<file path="config.mk">
export PLATFORM = sky130hd
export DESIGN_NAME = lsu_mem_align
export DESIGN_NICKNAME = d
export VERILOG_FILES = /design/src/rtl/lsu_mem_align.sv
export SDC_FILE = /design/constraint.sdc
export NUM_CORES = 1
export LEC_CHECK = 0
export ABC_CLOCK_PERIOD_IN_PS = 3500
export CAP_MARGIN = 10
export CELL_PAD_IN_SITES_DETAIL_PLACEMENT = 1
export CELL_PAD_IN_SITES_GLOBAL_PLACEMENT = 2
export CORE_UTILIZATION = 35
export CTS_BUF_LIST = sky130_fd_sc_hd__clkbuf_8 sky130_fd_sc_hd__clkbuf_16
export DETAILED_ROUTE_END_ITERATION = 10
export GPL_TIMING_DRIVEN = 0
export PLACE_DENSITY = 0.91
export SKIP_LAST_GASP = 1
export SYNTH_ARGS = -nofsm -noshare
export SYNTH_HDL_FRONTEND = slang
export SYNTH_SLANG_ARGS = --single-unit
</file>
<file path="constraint.sdc">
create_clock -name clk -period 3.5 [get_ports clk]
set_clock_uncertainty 0.15 [all_clocks]
set_input_delay 0.7 -clock clk [delete_from_list [all_inputs] [get_ports clk]]
set_output_delay 0.7 -clock clk [all_outputs]
set_load 0.01 [all_outputs]
</file>
<file path="src/rtl/lsu_mem_align.sv">
// Load/store unit between the core datapath and the data-memory bus: byte-lane
// alignment, load extension, and splitting of word-crossing accesses into two beats.
module lsu_mem_align #(
    parameter int unsigned XLEN             = 32,
    parameter bit          ALLOW_MISALIGNED = 1'b1
) (
    input  logic                  clk,
    input  logic                  rst_n,
    input  logic                  req_valid,
    output logic                  req_ready,
    input  logic                  req_we,
    input  logic [2:0]            req_funct3,
    input  logic [XLEN-1:0]       req_addr,
    input  logic [XLEN-1:0]       req_wdata,
    output logic                  rsp_valid,
    output logic                  rsp_err,
    output logic [XLEN-1:0]       rsp_rdata,
    output logic                  mem_req,
    output logic                  mem_we,
    output logic [XLEN-1:0]       mem_addr,
    output logic [XLEN/8-1:0]     mem_be,
    output logic [XLEN-1:0]       mem_wdata,
    input  logic                  mem_gnt,
    input  logic                  mem_rvalid,
    input  logic [XLEN-1:0]       mem_rdata
);
    localparam int unsigned BYTES = XLEN / 8;
    localparam int unsigned OFFW  = $clog2(BYTES);
    localparam int unsigned OFW1  = OFFW + 1;
    localparam int unsigned SHW   = OFFW + 4;
    localparam int unsigned CW    = OFFW + 2;
    localparam int unsigned IDXW  = $clog2(XLEN);
    localparam logic [XLEN-1:0] ONES = '1;

    typedef enum logic [2:0] {IDLE, REQ0, WAIT0, REQ1, WAIT1, RESP} state_t;

    state_t            state;
    logic              we_q;
    logic              split_q;
    logic [2:0]        f3_q;
    logic [OFFW-1:0]   off_q;
    logic [XLEN-1:0]   wdata_q;
    logic [XLEN-1:0]   base_q;
    logic [XLEN-1:0]   lo_q;
    logic [XLEN-1:0]   hi_q;

    logic [OFFW-1:0]   off_in;
    logic [3:0]        n_in;
    logic              split_in;
    logic              illegal_in;
    logic              err_in;
    logic [15:0]       mask_in;
    logic [BYTES-1:0]  be0_in;
    logic [XLEN-1:0]   wdata0_in;
    logic [XLEN-1:0]   base_in;

    logic [15:0]       mask_q;
    logic [OFFW:0]     rem_q;
    logic [BYTES-1:0]  be1_q;
    logic [XLEN-1:0]   wdata1_q;

    logic [XLEN-1:0]   lo_src;
    logic [XLEN-1:0]   hi_src;
    logic [XLEN-1:0]   aligned;
    logic [SHW-1:0]    nbits;
    logic [IDXW-1:0]   sidx;
    logic [XLEN-1:0]   keep;
    logic              sbit;
    logic [XLEN-1:0]   load_data;

    // Decode of the incoming request: size, lane offset, split and error detection.
    always_comb begin
        off_in     = req_addr[OFFW-1:0];
        n_in       = 4'(1) << req_funct3[1:0];
        split_in   = (CW'(off_in) + CW'(n_in)) > CW'(BYTES);
        illegal_in = (req_funct3 == 3'b111) || (req_we && req_funct3[2]) ||
                     ((XLEN == 32) && ((req_funct3 == 3'b011) || (req_funct3 == 3'b110)));
        err_in     = illegal_in || (split_in && !ALLOW_MISALIGNED);
        mask_in    = (16'(1) << n_in) - 16'd1;
        be0_in     = BYTES'(mask_in << off_in);
        wdata0_in  = req_wdata << {off_in, 3'b000};
        base_in    = req_addr & ~XLEN'(BYTES - 1);
    end

    // Second-beat lanes: the bytes that spilled past the first word.
    always_comb begin
        mask_q   = (16'(1) << (4'(1) << f3_q[1:0])) - 16'd1;
        rem_q    = OFW1'(BYTES) - {1'b0, off_q};
        be1_q    = BYTES'(mask_q >> rem_q);
        wdata1_q = wdata_q >> {rem_q, 3'b000};
    end

    // Load assembly uses the live bus data in the beat that completes the access.
    always_comb begin
        lo_src    = (state == WAIT0) ? mem_rdata : lo_q;
        hi_src    = (state == WAIT1) ? mem_rdata : hi_q;
        aligned   = XLEN'({hi_src, lo_src} >> {off_q, 3'b000});
        nbits     = SHW'(4'(1) << f3_q[1:0]) << 3;
        sidx      = IDXW'(nbits - SHW'(1));
        keep      = ~(ONES << nbits);
        sbit      = aligned[sidx] & ~f3_q[2];
        load_data = (aligned & keep) | ({XLEN{sbit}} & ~keep);
    end

    always_ff @(posedge clk or negedge rst_n) begin
        if (!rst_n) begin
            state     <= IDLE;
            req_ready <= 1'b1;
            rsp_valid <= 1'b0;
            rsp_err   <= 1'b0;
            rsp_rdata <= '0;
            mem_req   <= 1'b0;
            mem_we    <= 1'b0;
            mem_addr  <= '0;
            mem_be    <= '0;
            mem_wdata <= '0;
            we_q      <= 1'b0;
            split_q   <= 1'b0;
            f3_q      <= '0;
            off_q     <= '0;
            wdata_q   <= '0;
            base_q    <= '0;
            lo_q      <= '0;
            hi_q      <= '0;
        end else begin
            rsp_valid <= 1'b0;
            unique case (state)
                IDLE: begin
                    if (req_valid && req_ready) begin
                        we_q      <= req_we;
                        f3_q      <= req_funct3;
                        off_q     <= off_in;
                        split_q   <= split_in;
                        wdata_q   <= req_wdata;
                        base_q    <= base_in;
                        req_ready <= 1'b0;
                        if (err_in) begin
                            state     <= RESP;
                            rsp_valid <= 1'b1;
                            rsp_err   <= 1'b1;
                            rsp_rdata <= '0;
                        end else begin
                            state     <= REQ0;
                            mem_req   <= 1'b1;
                            mem_we    <= req_we;
                            mem_addr  <= base_in;
                            mem_be    <= be0_in;
                            mem_wdata <= wdata0_in;
                        end
                    end
                end
                REQ0: begin
                    if (mem_gnt) begin
                        if (we_q && split_q) begin
                            state     <= REQ1;
                            mem_addr  <= base_q + XLEN'(BYTES);
                            mem_be    <= be1_q;
                            mem_wdata <= wdata1_q;
                        end else begin
                            state     <= we_q ? RESP : WAIT0;
                            mem_req   <= 1'b0;
                            mem_we    <= 1'b0;
                            mem_addr  <= '0;
                            mem_be    <= '0;
                            mem_wdata <= '0;
                            if (we_q) begin
                                rsp_valid <= 1'b1;
                                rsp_err   <= 1'b0;
                                rsp_rdata <= '0;
                            end
                        end
                    end
                end
                WAIT0: begin
                    if (mem_rvalid) begin
                        lo_q <= mem_rdata;
                        if (split_q) begin
                            state     <= REQ1;
                            mem_req   <= 1'b1;
                            mem_we    <= 1'b0;
                            mem_addr  <= base_q + XLEN'(BYTES);
                            mem_be    <= be1_q;
                            mem_wdata <= wdata1_q;
                        end else begin
                            state     <= RESP;
                            rsp_valid <= 1'b1;
                            rsp_err   <= 1'b0;
                            rsp_rdata <= load_data;
                        end
                    end
                end
                REQ1: begin
                    if (mem_gnt) begin
                        state     <= we_q ? RESP : WAIT1;
                        mem_req   <= 1'b0;
                        mem_we    <= 1'b0;
                        mem_addr  <= '0;
                        mem_be    <= '0;
                        mem_wdata <= '0;
                        if (we_q) begin
                            rsp_valid <= 1'b1;
                            rsp_err   <= 1'b0;
                            rsp_rdata <= '0;
                        end
                    end
                end
                WAIT1: begin
                    if (mem_rvalid) begin
                        hi_q      <= mem_rdata;
                        state     <= RESP;
                        rsp_valid <= 1'b1;
                        rsp_err   <= 1'b0;
                        rsp_rdata <= load_data;
                    end
                end
                RESP: begin
                    state     <= IDLE;
                    req_ready <= 1'b1;
                    rsp_err   <= 1'b0;
                end
                default: state <= IDLE;
            endcase
        end
    end
endmodule

</file>
# ---- Word-level counts from Yosys, hierarchy flattened
# Index checks and enable logic that the tools add are counted.
dict set report totals {
  input_bits 105
  regBits 241
  out_inout_bits 105
  word_cells 165
}
dict set report classes {
  n_mux 83
  n_eq_ne 18
  n_bitwise 7
  reduce_logical 20
  add_sub_neg 6
  shift 11
  n_lt_le_gt_ge 2
}
# op count
set ops {}
lappend ops {{$mux W32} 24}
lappend ops {{$pmux W32 S4} 2}
lappend ops {{$pmux W32 S5} 1}
lappend ops {{$and A32 B32 Y32} 2}
lappend ops {{$not A32 Y32} 2}
lappend ops {{$shr A64 B5 Y32} 1}
lappend ops {{$add A32 B3 Y32 const B} 1}
lappend ops {{$mux W1} 32}
lappend ops {{$or A32 B32 Y32} 1}
lappend ops {{$shl A1 B4 Y16 const A} 2}
lappend ops {{$shl A32 B5 Y32} 1}
lappend ops {{$shl A32 B6 Y32 const A} 1}
lappend ops {{$shr A32 B6 Y32} 1}
lappend ops {{$sub A16 B1 Y16 const B} 2}
lappend ops {{$mux W4} 7}
lappend ops {{$mux W3} 9}
lappend ops {{$ne A2 B2 Y1 const B} 10}
lappend ops {{$reduce_and A9 Y1} 2}
lappend ops {{$pmux W4 S4} 1}
lappend ops {{$shl A16 B2 Y4} 1}
lappend ops {{$shr A16 B3 Y4} 1}
lappend ops {{$pmux W3 S5} 1}
lappend ops {{$eq A3 B3 Y1 const B} 4}
lappend ops {{$eq A3 B2 Y1 const B} 3}
lappend ops {{26 further kinds} 35}

# ---- Logic depth before layout (Yosys ltp)
dict set report depth {
  ltp_word 11
  ltp_mapped 11
}

# ---- Worst setup path after synthesis
# OpenSTA, ideal clock, no wires.
dict set report synth_path {
  path_kind {reg-to-reg}
  start {register off_q[0]}
  end {register mem_wdata[24]}
  slack_ns 0.521
  stages_incl_launch_ff 11
  period_less_slack_ns 2.979
  n_path_buf 3
  t_arrival_ns 2.746
  setup_time_ns 0.083
  path_cell_list {dfrtp_1 -> buf_2 -> buf_2 -> inv_2 -> buf_1 -> ha_1 -> nor2_1 -> inv_1 -> nor3_1 -> a32oi_1 -> o21ai_0}
}
dict set report synth_between {
  elab_chain_len 5
  word_cells_on_any_way 7
}
# element line_no
set synth_rtl {}
lappend synth_rtl {{start, declared} 41} ;# logic [OFFW-1:0] off_q;
lappend synth_rtl {{start signal, assigned} 132} ;# off_q <= off_in;
lappend synth_rtl {{$sub A3 B2 Y3 (*)} 88} ;# rem_q = OFW1'(BYTES) - {1'b0, off_q};
lappend synth_rtl {{$shr A32 B6 Y32 (*)} 90} ;# wdata1_q = wdata_q >> {rem_q, 3'b000};
lappend synth_rtl {{$mux W32 (on tied branches)} {177, 154}}
lappend synth_rtl {{$mux W32 (on tied branches)} {175, 153}}
lappend synth_rtl {{$pmux W32 S4 (*)} 127} ;# unique case (state)
lappend synth_rtl {{end signal, assigned} 148} ;# mem_wdata <= wdata0_in;
lappend synth_rtl {{end signal, assigned} 158} ;# mem_wdata <= wdata1_q;
lappend synth_rtl {{end signal, assigned} 183} ;# mem_wdata <= wdata1_q;
lappend synth_rtl {{end, declared} 22} ;# output logic [XLEN-1:0] mem_wdata,
# Every way passes the cells marked *; elsewhere a longest branch is shown, timed or not. The select of a mux whose other input is x is not followed.
# A chain may end at the register's enable or synchronous reset.

# ---- Worst setup path in the final report
dict set report layout_path {
  start {register off_q[0]}
  end {register mem_wdata[2]}
}
# Same word-level chain as after synthesis.

==> results.cfg <==
[grt]
grt_max_degree = 99
use_met3_pct = 4.594
grt_pass1_vias = 11930
grt_use_total_pct = 24.44
gr-max-usage-layer = met2
use_met2_pct = 39.44
gr-total-overflow = 0
use_met1_pct = 33.34
grt_pass1_wl_um = 72350
antenna_found_initial = 2

[clocking]
insertion_delay_ns = 0.55
h-tree-depth = 1
clk_path_buf_depth = 3
cts_tree = built
cts_buffers = 28
cts_root_buffer = clkbuf_16
clock-sinks = 231
path_clk_slew_ns = 0.06

[timing]
slew_headroom_pct = 22.37
max_freq_ghz = 0.3005
worst_hold_slack_ns = 0.3288
period_share_pct = 95.08
drv_slew = 0
tightestPinTransition_ns = 1.162
tns_ns = 0
setup_ws_ns = 0.1723
post-route-min-period_ns = 3.328
setup_viol = 0
rsz0062_at_grt = no
hold_viol = 0

[worst_setup_path]
required_ns = 3.77
arrival_ns = 3.59
reg2reg_depth = 11
rrSetupSlack_ns = 0.17
cp-start-kind = register
r2r-start = off_q[0]
cp_max_fo = 10
critical_path_class = reg -> reg
reg2reg_to = mem_wdata[2]
endpoint_kind = register

[pwr]
clockPowerShare_pct = 18.6
combPwrFrac_pct = 51.6
p_switching_mw = 6.896
p_leak_nw = 6.993
max-vdd-ir-drop_mv = 0.4120
switching_share_pct = 41.59
p_int_mw = 9.683
seqPwrFrac_pct = 29.8
powerDensity_nw_per_um2 = 983.5

[route]
drt_iter0_markers = 616
dr.pass1.iters = 5
vias = 11270
viasPerCell = 5.713
antenna_left = 0
drc = 0
wirelength_um = 46540
wire_per_inst_um = 23.60

[worst_hold_path]
hp-start = mem_wdata[30]
min_path_cells = 2
hold_path.class = reg -> reg
hold_end = mem_wdata[30]

[final_layout]
fill_cells = 3990
area_delta_synth_final_pct = 28.73
final_common_cell = dfrtp_1
multiInputGateArea_um2 = 6823
layout-drive-gt1-share_pct = 17.35
fin_cells = 1972
num_antenna_cells = 0
register_area_um2 = 5782
mostFrequentLayoutCells = 230 x dfrtp_1, 205 x clkdlybuf4s50_1, 134 x mux2_2
final_net_count = 1607

[logic_synthesis]
synth-simple-area-share_pct = 11.93
synth_top_cells_by_area = dfrtp_1 44%, mux2_2 12%, mux2i_1 6.4%, mux4_2 5.0%, a221oi_1 3.3%
synthCells = 1240
synthAdderAreaFrac_pct = 1.777
async_flop_share_pct = 100.0
avgSynthCellArea_um2 = 10.56
synth_top_flop_cell = dfrtp_1
synthMuxAreaShare_pct = 22.93
syn_area_um2 = 13100
ys_types = 68
ys_warn_count = 0
synth-edff-count = 0
yosys.area.top_type = dfrtp_1
yosysSeqAreaShare_pct = 44.15
yosysTopAreaCellShare_pct = 43.95
synth_xor_area_share_pct = 1.070
synth_compound_area_share_pct = 14.19
synth-seq-cells = 231
synth_top_family_by_area = multiplexers

[floorplanning]
die_height_um = 195.4
die_area_um2 = 38190
start_util_pct = 35.68
num_rows = 70
core_area_um2 = 36700
io_pins = 210
die_w_um = 195.4

[placed_design]
pre_cts_slack_ns = -1.122
hpwl_um = 34460
dp_cells = 1920
port_buffers = 206
gp_congestion = 0.8553

[run_status]
status = complete, no violations

[run]
cap_violations = 0
-- routing by layer --
layer,vias up,share of wire (%)
met5,-,0.054
met3,77,6.1
li1,5074,-
met4,4,2.8
met1,5775,44
met2,337,47
-- cell usage after synthesis (9+ instances only) --
library cell  number
a21oi_1           40
a221oi_1          49
a31oi_1           11
a32oi_1           17
and2_1            17
buf_1              9
buf_2             29
clkbuf_1          55
dfrtp_1          230
ha_1              17
inv_1             23
mux2_2           134
mux2i_1           84
mux4_2            29
nand2_1          105
nand3_1           14
nor2_1            92
nor2b_1           25
nor3_1            12
nor4_1            15
o211ai_1          10
o21ai_0           76
o21ai_1           30
o31a_1             9
or3_1              9
xor2_1            12
-- area by class of cell --
type,count,share of cell area (%)
Inverter,26,0.5789
Clock buffer,35,4.795
Sequential cell,231,34.30
Timing Repair Buffer,213,12.90
Tap cell,468,3.474
Multi-Input combinational cell,887,40.47
Clock inverter,15,0.9723
Buffer,97,2.509
-- registers in the layout, summed over array words and instances, names as in the netlist, 4 cells and up --
| name | cells |
|---|---|
| rsp_rdata | 32 |
| hi_q | 24 |
| wdata_q | 32 |
| mem_wdata | 32 |
| mem_addr | 30 |
| base_q | 30 |
| mem_be | 4 |
| lo_q | 32 |
-- critical path, cell delays in order (launching register included) --
cell	delay, ns
dfrtp_1	0.35
buf_2	0.17
buf_2	0.22
inv_2	0.31
clkbuf_4	0.38
ha_1	0.33
clkbuf_1	0.28
buf_2	0.28
nand2_1	0.07
o21ai_0	0.08
a221oi_1	0.47
nor2_1	0.08
-- cells by family after synthesis --
group / count (synthesis)
simple gates: 324
compound gates: 280
mux: 247
flops: 231
buf+inv: 123
fa+ha+maj: 18
xor+xnor: 16
other cells: 1
-- stage by stage --
stage | total power, mW | cell area (µm²) | utilization (%)
finish | 16.58 | 16860 | 45.94
floorplan | 9.942 | 13100 | -
global placement | 13.10 | 15750 | 42.91
CTS | 16.63 | 16830 | 45.87
global route | 17.61 | 16860 | 45.94
detailed placement | 13.44 | 15830 | 43.15
-- how the worst max path moves through the flow --
stage	from	to	slack [ns]	cells after the start
after floorplan	off_q[0]	mem_wdata[24]	0.52	10
after global placement	rst_n	wdata_q[27]	-8.81	1
after detailed placement	off_q[0]	mem_wdata[31]	-1.12	10
after CTS	off_q[0]	mem_wdata[31]	0.06	10
after global routing	off_q[0]	mem_wdata[2]	0.01	11
final	off_q[0]	mem_wdata[2]	0.17	11
-- power by group through the flow --
stage                     registers (mW)  clock network, mW  logic [mW]
final                               4.95               3.08        8.55
after global routing                5.12               3.22        9.26
after CTS                           4.94               3.14        8.56
after detailed placement            4.97                  0        8.47
after global placement              4.88                  0        8.22
after floorplan                     4.91                  0        5.03
-- repair_timing --
| item | CTS | global route |
|---|---|---|
| buffers inserted | 0 | 1 |
| pin swaps | 0 | 1 |
| endpoints found under the hold margin | 40 | 0 |
| hold buffers | 1 | 0 |
| cloned | 0 | 0 |
| resized for setup | 8 | 7 |
| setup endpoints to repair | 26 | 36 |
(Power assumes the default switching activity.)
